## src/rtl/gp_reg_sequencer_if.sv

```systemverilog
// Handshake and strobe bundle between a transfer requester and the GP register sequencer.
interface gp_reg_sequencer_if #(
    parameter int unsigned NREGS = 8
) ();
    localparam int unsigned SelW = $clog2(NREGS);

    logic             start;
    logic [1:0]       op;
    logic [SelW-1:0]  src;
    logic [SelW-1:0]  dst;
    logic             busy;
    logic             done;
    logic             err;
    logic [NREGS-1:0] notOE;
    logic [NREGS-1:0] notLoad;
    logic             extOE;
    logic             extLatch;

    modport master (
        output start, op, src, dst,
        input  busy, done, err, notOE, notLoad, extOE, extLatch
    );

    modport slave (
        input  start, op, src, dst,
        output busy, done, err, notOE, notLoad, extOE, extLatch
    );
endinterface

```

## src/rtl/gp_reg_sequencer.sv

```systemverilog
// Sequences one bus transfer per request: drive for SETTLE_CYCLES, latch for one cycle, turn around.
// Every strobe is a flop so drivers and loads never glitch on the shared data bus.
module gp_reg_sequencer #(
    parameter int unsigned NREGS         = 8,
    parameter int unsigned SETTLE_CYCLES = 1
) (
    input  logic              clock,
    input  logic              notReset,
    gp_reg_sequencer_if.slave bus
);
    localparam int unsigned SelW    = $clog2(NREGS);
    localparam logic [2:0]  CntLoad = 3'(SETTLE_CYCLES - 1);

    localparam logic [1:0] OpMov     = 2'b00;
    localparam logic [1:0] OpLoad    = 2'b01;
    localparam logic [1:0] OpStore   = 2'b10;
    localparam logic [1:0] OpIllegal = 2'b11;

    typedef enum logic [1:0] {StIdle, StDrive, StLatch, StTurn} state_e;

    state_e           state_q;
    logic [1:0]       op_q;
    logic [SelW-1:0]  dst_q;
    logic [2:0]       cnt_q;
    logic [NREGS-1:0] not_oe_q;
    logic [NREGS-1:0] not_load_q;
    logic             ext_oe_q;
    logic             ext_latch_q;
    logic             busy_q;
    logic             done_q;
    logic             err_q;

    function automatic logic [NREGS-1:0] onehot(input logic [SelW-1:0] idx);
        logic [NREGS-1:0] oh;
        oh      = '0;
        oh[idx] = 1'b1;
        return oh;
    endfunction

    always_ff @(posedge clock or negedge notReset) begin
        if (!notReset) begin
            state_q     <= StIdle;
            op_q        <= OpMov;
            dst_q       <= '0;
            cnt_q       <= '0;
            not_oe_q    <= '1;
            not_load_q  <= '1;
            ext_oe_q    <= 1'b0;
            ext_latch_q <= 1'b0;
            busy_q      <= 1'b0;
            done_q      <= 1'b0;
            err_q       <= 1'b0;
        end else begin
            unique case (state_q)
                StIdle: begin
                    if (bus.start) begin
                        state_q  <= StDrive;
                        op_q     <= bus.op;
                        dst_q    <= bus.dst;
                        cnt_q    <= CntLoad;
                        busy_q   <= 1'b1;
                        ext_oe_q <= (bus.op == OpLoad);
                        // The source enable is the only use of src, so it is captured here directly.
                        if (bus.op == OpMov || bus.op == OpStore) begin
                            not_oe_q <= ~onehot(bus.src);
                        end
                    end
                end
                StDrive: begin
                    if (cnt_q == 3'd0) begin
                        state_q     <= StLatch;
                        ext_latch_q <= (op_q == OpStore);
                        if (op_q == OpMov || op_q == OpLoad) begin
                            not_load_q <= ~onehot(dst_q);
                        end
                    end else begin
                        cnt_q <= cnt_q - 3'd1;
                    end
                end
                StLatch: begin
                    state_q     <= StTurn;
                    not_oe_q    <= '1;
                    not_load_q  <= '1;
                    ext_oe_q    <= 1'b0;
                    ext_latch_q <= 1'b0;
                    done_q      <= 1'b1;
                    err_q       <= (op_q == OpIllegal);
                end
                StTurn: begin
                    state_q <= StIdle;
                    busy_q  <= 1'b0;
                    done_q  <= 1'b0;
                    err_q   <= 1'b0;
                end
                default: state_q <= StIdle;
            endcase
        end
    end

    assign bus.busy     = busy_q;
    assign bus.done     = done_q;
    assign bus.err      = err_q;
    assign bus.notOE    = not_oe_q;
    assign bus.notLoad  = not_load_q;
    assign bus.extOE    = ext_oe_q;
    assign bus.extLatch = ext_latch_q;
endmodule

```

## src/flat_wrapper.sv

```systemverilog
// flat-port wrapper written by rule: the top's interface ports become plain ports
module gp_reg_sequencer_flat 
#(
    parameter int unsigned NREGS         = 8,
    parameter int unsigned SETTLE_CYCLES = 1
)
  (clock, notReset, bus_start, bus_op, bus_src, bus_dst, bus_busy, bus_done, bus_err, bus_notOE, bus_notLoad, bus_extOE, bus_extLatch);
  gp_reg_sequencer_if #(.NREGS(NREGS)) bus_i ();
  input  logic clock;
  input  logic notReset;
  input wire logic [$bits(bus_i.start)-1:0] bus_start;
  input wire logic [$bits(bus_i.op)-1:0] bus_op;
  input wire logic [$bits(bus_i.src)-1:0] bus_src;
  input wire logic [$bits(bus_i.dst)-1:0] bus_dst;
  output wire logic [$bits(bus_i.busy)-1:0] bus_busy;
  output wire logic [$bits(bus_i.done)-1:0] bus_done;
  output wire logic [$bits(bus_i.err)-1:0] bus_err;
  output wire logic [$bits(bus_i.notOE)-1:0] bus_notOE;
  output wire logic [$bits(bus_i.notLoad)-1:0] bus_notLoad;
  output wire logic [$bits(bus_i.extOE)-1:0] bus_extOE;
  output wire logic [$bits(bus_i.extLatch)-1:0] bus_extLatch;
  assign bus_i.start = bus_start;
  assign bus_i.op = bus_op;
  assign bus_i.src = bus_src;
  assign bus_i.dst = bus_dst;
  assign bus_busy = bus_i.busy;
  assign bus_done = bus_i.done;
  assign bus_err = bus_i.err;
  assign bus_notOE = bus_i.notOE;
  assign bus_notLoad = bus_i.notLoad;
  assign bus_extOE = bus_i.extOE;
  assign bus_extLatch = bus_i.extLatch;
  gp_reg_sequencer #(.NREGS(NREGS), .SETTLE_CYCLES(SETTLE_CYCLES)) u_core (.clock(clock), .notReset(notReset), .bus(bus_i));
endmodule
```

## config.mk

```make
export PLATFORM = sky130hd
export DESIGN_NAME = gp_reg_sequencer_flat
export DESIGN_NICKNAME = d
export VERILOG_FILES = /design/src/rtl/gp_reg_sequencer_if.sv /design/src/rtl/gp_reg_sequencer.sv /design/src/flat_wrapper.sv
export SDC_FILE = /design/constraint.sdc
export NUM_CORES = 1
export LEC_CHECK = 0
export ABC_AREA = 1
export CORE_ASPECT_RATIO = 0.5
export CORE_MARGIN = 4
export CORE_UTILIZATION = 45
export DETAILED_ROUTE_END_ITERATION = 8
export PLACE_DENSITY = 0.74
export SKIP_CTS_REPAIR_TIMING = 1
export SYNTH_ARGS = -nofsm -noshare
export SYNTH_HDL_FRONTEND = slang
export SYNTH_SLANG_ARGS = --single-unit
```

## constraint.sdc

```tcl
create_clock -name clock -period 1.3 [get_ports clock]
set_input_delay 0.26 -clock clock [delete_from_list [all_inputs] [get_ports clock]]
set_output_delay 0.26 -clock clock [all_outputs]
set_load 0.005 [all_outputs]
```

==> results of run 1 <==
## path summary, 6_finish.rpt
path | slack [ps] | endpoint | cells past startpoint | start
max reg2reg | -130 | u_core.bus.notLoad[4] | 6 | u_core.state_q[1]
min | 330 | u_core.cnt_q[1] | 2 | notReset
min reg2reg | 460 | u_core.bus.notLoad[0] | 2 | u_core.bus.notLoad[0]
max in group asynchronous | 720 | u_core.bus.notLoad[4] | 2 | notReset
max | -130 | u_core.bus.notLoad[4] | 6 | u_core.state_q[1]
min in group clock | 460 | u_core.bus.notLoad[0] | 2 | u_core.bus.notLoad[0]
## cells by family after synthesis
logic type | count (synthesis)
AO/OA/AOI/OAI | 10
AND/OR/NAND/NOR | 128
flip-flops | 31
buffers and inverters | 24
adder cells (fa/ha/maj) | 6
## state kept, by name, indices dropped and copies added (netlist names)
| register | flops |
|---|---|
| u_core.bus.extLatch | 1 |
| u_core.dst_q | 3 |
| u_core.bus.notOE | 8 |
| u_core.bus.done | 1 |
| u_core.cnt_q | 3 |
| u_core.bus.extOE | 1 |
| u_core.state_q | 2 |
| u_core.bus.err | 1 |
| u_core.bus.busy | 1 |
| u_core.bus.notLoad | 8 |
| u_core.op_q | 2 |
## cell type report
cell class	count	area (sq um)
clock buffers	6	72.6
clock inverters	1	30.0
fillers	176	577
inverters	21	82.6
multi-input cells	145	951
flip-flops and latches	31	797
well taps	48	60.1
repair buffers	56	601
## where the power goes
| part | switching [mW] | internal [mW] |
|---|---|---|
| combinational | 2.46 | 2.18 |
| clock | 0.367 | 0.561 |
| sequential | 0.391 | 1.67 |
## stage by stage
stage,std cells,setup slack [ps]
finish,308,-134
global route,308,-209
CTS,300,-286
detailed placement,293,-174
global placement,293,-110
floorplan,199,14.4
## worst max-delay path, delay by kind of cell (launching register included)
| family | cells | cell delay (ps) |
|---|---|---|
| and+or+nand+nor | 2 | 140 |
| adders and majority gates | 1 | 280 |
| buffers and inverters | 2 | 250 |
| AOI/OAI and AO/OA | 1 | 250 |
| DFF | 1 | 450 |
## layout by cell type (no fill, tap or decap), drive strengths merged, types with 6 or more instances in the layout
master,count
dfrtp,15
buf,25
inv,20
dlymetal6s2s,21
ha,6
nand3,24
clkbuf,6
dfstp,16
nor2,22
clkdlybuf4s50,10
nand2,80
o21ai,7
## layer usage
| metal | vias up | wire [um] | track usage [%] |
|---|---|---|---|
| li1 | 743 | - | - |
| met2 | 74 | 2560 | 28.1 |
| met1 | 786 | 1950 | 19.6 |
| met3 | 18 | 292 | 5.62 |
| met4 | 0 | 172 | 6.00 |
| met5 | - | 0 | 0 |
==> results.tsv, run 1 <==
metric	value	unit
status	finished with violations	
violations	setup timing	
yosys.area.top_type	dfstp_2	
synth.area.mux_share	0	%
async_flop_share	100	%
antenna_left	0	
yosysMostFrequentCell	nand2_1	
viasPerCell	5.26	
synth_warnings	0	
num_rows	14	
synth_common_cells	77 x nand2_1, 23 x nand3_1, 22 x nor2_1	
synth-adder-area-share	4.78	%
ios	32	
clock_latency	290	ps
place_area	2070	sq um
grt_pass1_wl	5950	um
overflow	0	
cts_tree	done	
drtIter0Drc	109	
grt_max_degree	32	
utilization	81.8	%
clock_skew	12.9	ps
path_class	reg -> reg	
synth_top_family_by_area	simple AND/OR/NAND/NOR gates	
timing.final.ws_setup	-134	ps
worstSetupEndpointType	flop	
hold_viol_final	0	
dr.pass1.iters	5	
tns	-2180	ps
cts_max_path_buffers	2	
die_h	49.8	um
synthSimpleGateAreaFrac	33.5	%
grt_pass1_vias	1363	
leakagePower	1.39	nW
yosysSeqAreaShare	50.6	%
nets	277	
track_usage	16.5	%
io_buffers	31	
synth-seq-cells	31	
cts.htree.levels	2	
drt-total-wl	4980	um
antenna_found_initial	0	
crit_fanout	4	
max_cap_viol_count	0	
dieArea	4560	sq um
period_share	110	%
vdd_drop_max	1.66	mV
synth-compound-area-share	4.94	%
ys.flop_type	dfstp_2	
cp.arrival	1660	ps
antennaDiodeCount	0	
period_needed	1430	ps
start_util	49.6	%
syn_nets	216	
ys_types	20	
detail_route.drc_violations	0	
syn2layout_area_growth	65.0	%
fin_area	2590	sq um
die_w	91.6	um
synth_xor_xnor_area_share	0	%
cp_data_required_time	1530	ps
setup_viol_count_final	27	
syn_area_per_cell	7.90	sq um
cts_root_buf	clkbuf_8	
cp_cell_sequence	inv_2, ha_4, a21boi_4, buf_4, nand3_1, nand2_1	
slowest_stage	dfrtp_1	
synth_area_leaders	dfstp_2 27%, dfrtp_1 24%, nand2_1 18%	
avgRoutedWirePerCell	16.2	um
min_path_type	in -> async	
max_freq	0.698	GHz
syn_area	1570	sq um
holdWs	331	ps
clkSinkCount	31	
syn_inst	199	
max_stage_delay	450	ps
vias	1621	
gp_congestion	0.842	
yosysTopAreaCellShare	26.8	%
slew_viol_final	0	
clkTransAtPathRegs	70	ps
dp_hpwl	2560	um
fp.coreArea	3170	sq um
rsz0062_at_grt	yes	
cts_buffers	5	
synth_edf_count	0	
worstMarginPinSlew	276	ps
p_total	7.63	mW
maxSlewHeadroom	81.6	%
worstSetupStartpointType	flop	
drive_gt1_share	41.2	%
p_per_area	2940	nW/um^2
Note: power is estimated with default switching activity, not from simulation.
==> run 2: changes to the inputs <==
CORE_ASPECT_RATIO = 1.1   (was 0.5)
SETUP_SLACK_MARGIN = 0.05   (was unset)
==> results.tsv, run 2 (same netlist as run 1, synthesis figures left out) <==
metric	value	unit	change
seq_power_share	28.3	%	+1.3 points
leakagePower	1.23	nW	-11%
fillCellCount	233		+32%
die_h	70.0	um	+41%
vdd_drop_max	1.46	mV	-12%
cts_max_path_buffers	2		unchanged
layout_commonest_cell	nand2_1		
slowest_stage	dfrtp_1		
clkTransAtPathRegs	100	ps	+30 ps
fin_area	2460	sq um	-5.2%
cts_root_buf	clkbuf_4		
place_area	2090	sq um	+0.72%
antenna_found_initial	0		unchanged
worstSetupStartpointType	flop		
timing.final.ws_setup	-113	ps	+20.5 ps
clock_skew	4.05	ps	-8.86 ps
dp_hpwl	2480	um	-3.2%
drt-total-wl	4040	um	-19%
cp.arrival	1630	ps	-30 ps
clkSinkCount	31		unchanged
fp.coreArea	3360	sq um	+5.9%
hold_viol_final	0		unchanged
ios	32		unchanged
grt_pass1_wl	5530	um	-7.1%
nets	273		-1.4%
setup_viol_count_final	22		-19%
io_buffers	31		unchanged
slew_viol_final	0		unchanged
syn2layout_area_growth	56.5	%	
status	finished with violations		
max_freq	0.708	GHz	+1.5%
worstSetupEndpointType	flop		
cp_cell_sequence	inv_2, ha_4, buf_8, nand2_8, buf_4, o21ai_4, o21ai_1		
period_needed	1410	ps	-20.5 ps
combPwrFrac	62.3	%	+1.5 points
drive_gt1_share	45.1	%	+4.0 points
path_class	reg -> reg		
max_stage_delay	450	ps	about the same
viasPerCell	4.95		-5.9%
cp_data_required_time	1520	ps	about the same
p_per_area	2860	nW/um^2	-2.6%
crit_fanout	5		+1
p_clk_share	9.4	%	-2.8 points
period_share	109	%	-1.6 points
drtIter0Drc	63		-42%
post-place-ws	-159	ps	+14.7 ps
dieArea	4500	sq um	-1.2%
cts_tree	done		
violations	setup timing		
tns	-1680	ps	+495 ps
avgRoutedWirePerCell	13.2	um	-18%
cts.htree.levels	2		unchanged
p_int	4.00	mW	-9.4%
grt_pass1_vias	1328		-2.6%
detail_route.drc_violations	0		unchanged
power.switching	3.05	mW	-5.2%
min_path_type	in -> async		
final_cell_mix	58 x nand2_1, 18 x nor2_1, 16 x inv_1, 16 x nand2_2, 16 x dfstp_2		
gp_congestion	0.790		-6.2%
switching_share	43.2	%	+1.1 points
p_total	7.05	mW	-7.6%
die_w	64.3	um	-30%
worstMarginPinSlew	296	ps	+20.1 ps
dr.pass1.iters	4		-1
ff2ff_path_depth	7		+1
grt_max_degree	32		unchanged
max_cap_viol_count	0		unchanged
overflow	0		unchanged
cts_buffers	5		unchanged
num_rows	22		+8
antenna_left	0		unchanged
vias	1511		-6.8%
maxSlewHeadroom	80.2	%	-1.3 points
antennaDiodeCount	0		unchanged
rsz0062_at_grt	yes		
track_usage	15.3	%	-1.2 points
start_util	46.8	%	-2.8 points
clock_latency	330	ps	+40 ps
-- run 2: changes by cell type in the layout (fill, tap and decap cells not counted), moves of 4 or more --
| cell | change |
|---|---|
| buf_6 | -4 |
| dlymetal6s2s_1 | -16 |
| nand2_2 | -4 |
| inv_2 | -4 |
| clkbuf_2 | +15 |
| clkbuf_4 | +5 |
-- run 2: critical path: cells and delay by family, from the launching register on --
kind / cells / cell delay, ps
AOI/OAI and AO/OA: 2 / 190
adders and majority gates: 1 / 170
buffers and inverters: 3 / 410
DFF: 1 / 450
and+or+nand+nor: 1 / 70
-- run 2: layer usage --
layer | vias to the layer above | wire [um] | track usage (%)
li1 | 743 | - | -
met1 | 729 | 1730 | 19.1
met2 | 29 | 2070 | 24.9
met3 | 10 | 163 | 5.31
met4 | 0 | 76 | 4.69
met5 | - | 0 | 0
-- run 2: path summary, 6_finish.rpt --
path	slack, ps	from	to
setup / recovery	-110	u_core.state_q[1]	u_core.bus.extOE
hold / removal	280	notReset	u_core.dst_q[1]
setup reg to reg	-110	u_core.state_q[1]	u_core.bus.extOE
hold reg to reg	470	u_core.bus.notLoad[5]	u_core.bus.notLoad[5]
max in group asynchronous	780	notReset	u_core.bus.notLoad[3]
min in group clock	470	u_core.bus.notLoad[5]	u_core.bus.notLoad[5]
-- run 2: cell type report --
| class | count | area, sq um | area share, % |
|---|---|---|---|
| clock buffers | 7 | 65.1 | 2.64 |
| flip-flops and latches | 31 | 796 | 32.3 |
| clock inverters | 1 | 7.51 | 0.305 |
| well taps | 48 | 60.1 | 2.44 |
| repair buffers | 52 | 470 | 19.1 |
| multi-input cells | 145 | 976 | 39.7 |
| inverters | 21 | 85.1 | 3.46 |
-- run 2: per-stage QoR --
step                hold WS, ps  utilization (%)  instances
floorplan                 -35.6                -        199
detailed placement          452             62.1        290
global route                274             73.2        305
finish                      280             73.2        305
global placement            453             62.1        290
CTS                         281             64.3        298
-- run 2: power groups by stage --
stage          logic, mW  clock network [mW]  registers, mW
2_1_floorplan       1.87                   0           1.96
3_3_place_gp        3.36                   0           1.96
3_5_place_dp        3.42                   0           1.95
4_1_cts             3.44               0.669           1.94
5_1_grt             4.82               0.725           2.07
6_report            4.39               0.663           1.99
==> run 3: changes to the inputs <==
HOLD_SLACK_MARGIN = 0.15   (was unset)
==> results of run 3 <==
No change in the layout: final DEF, timing and power equal those of run 2.
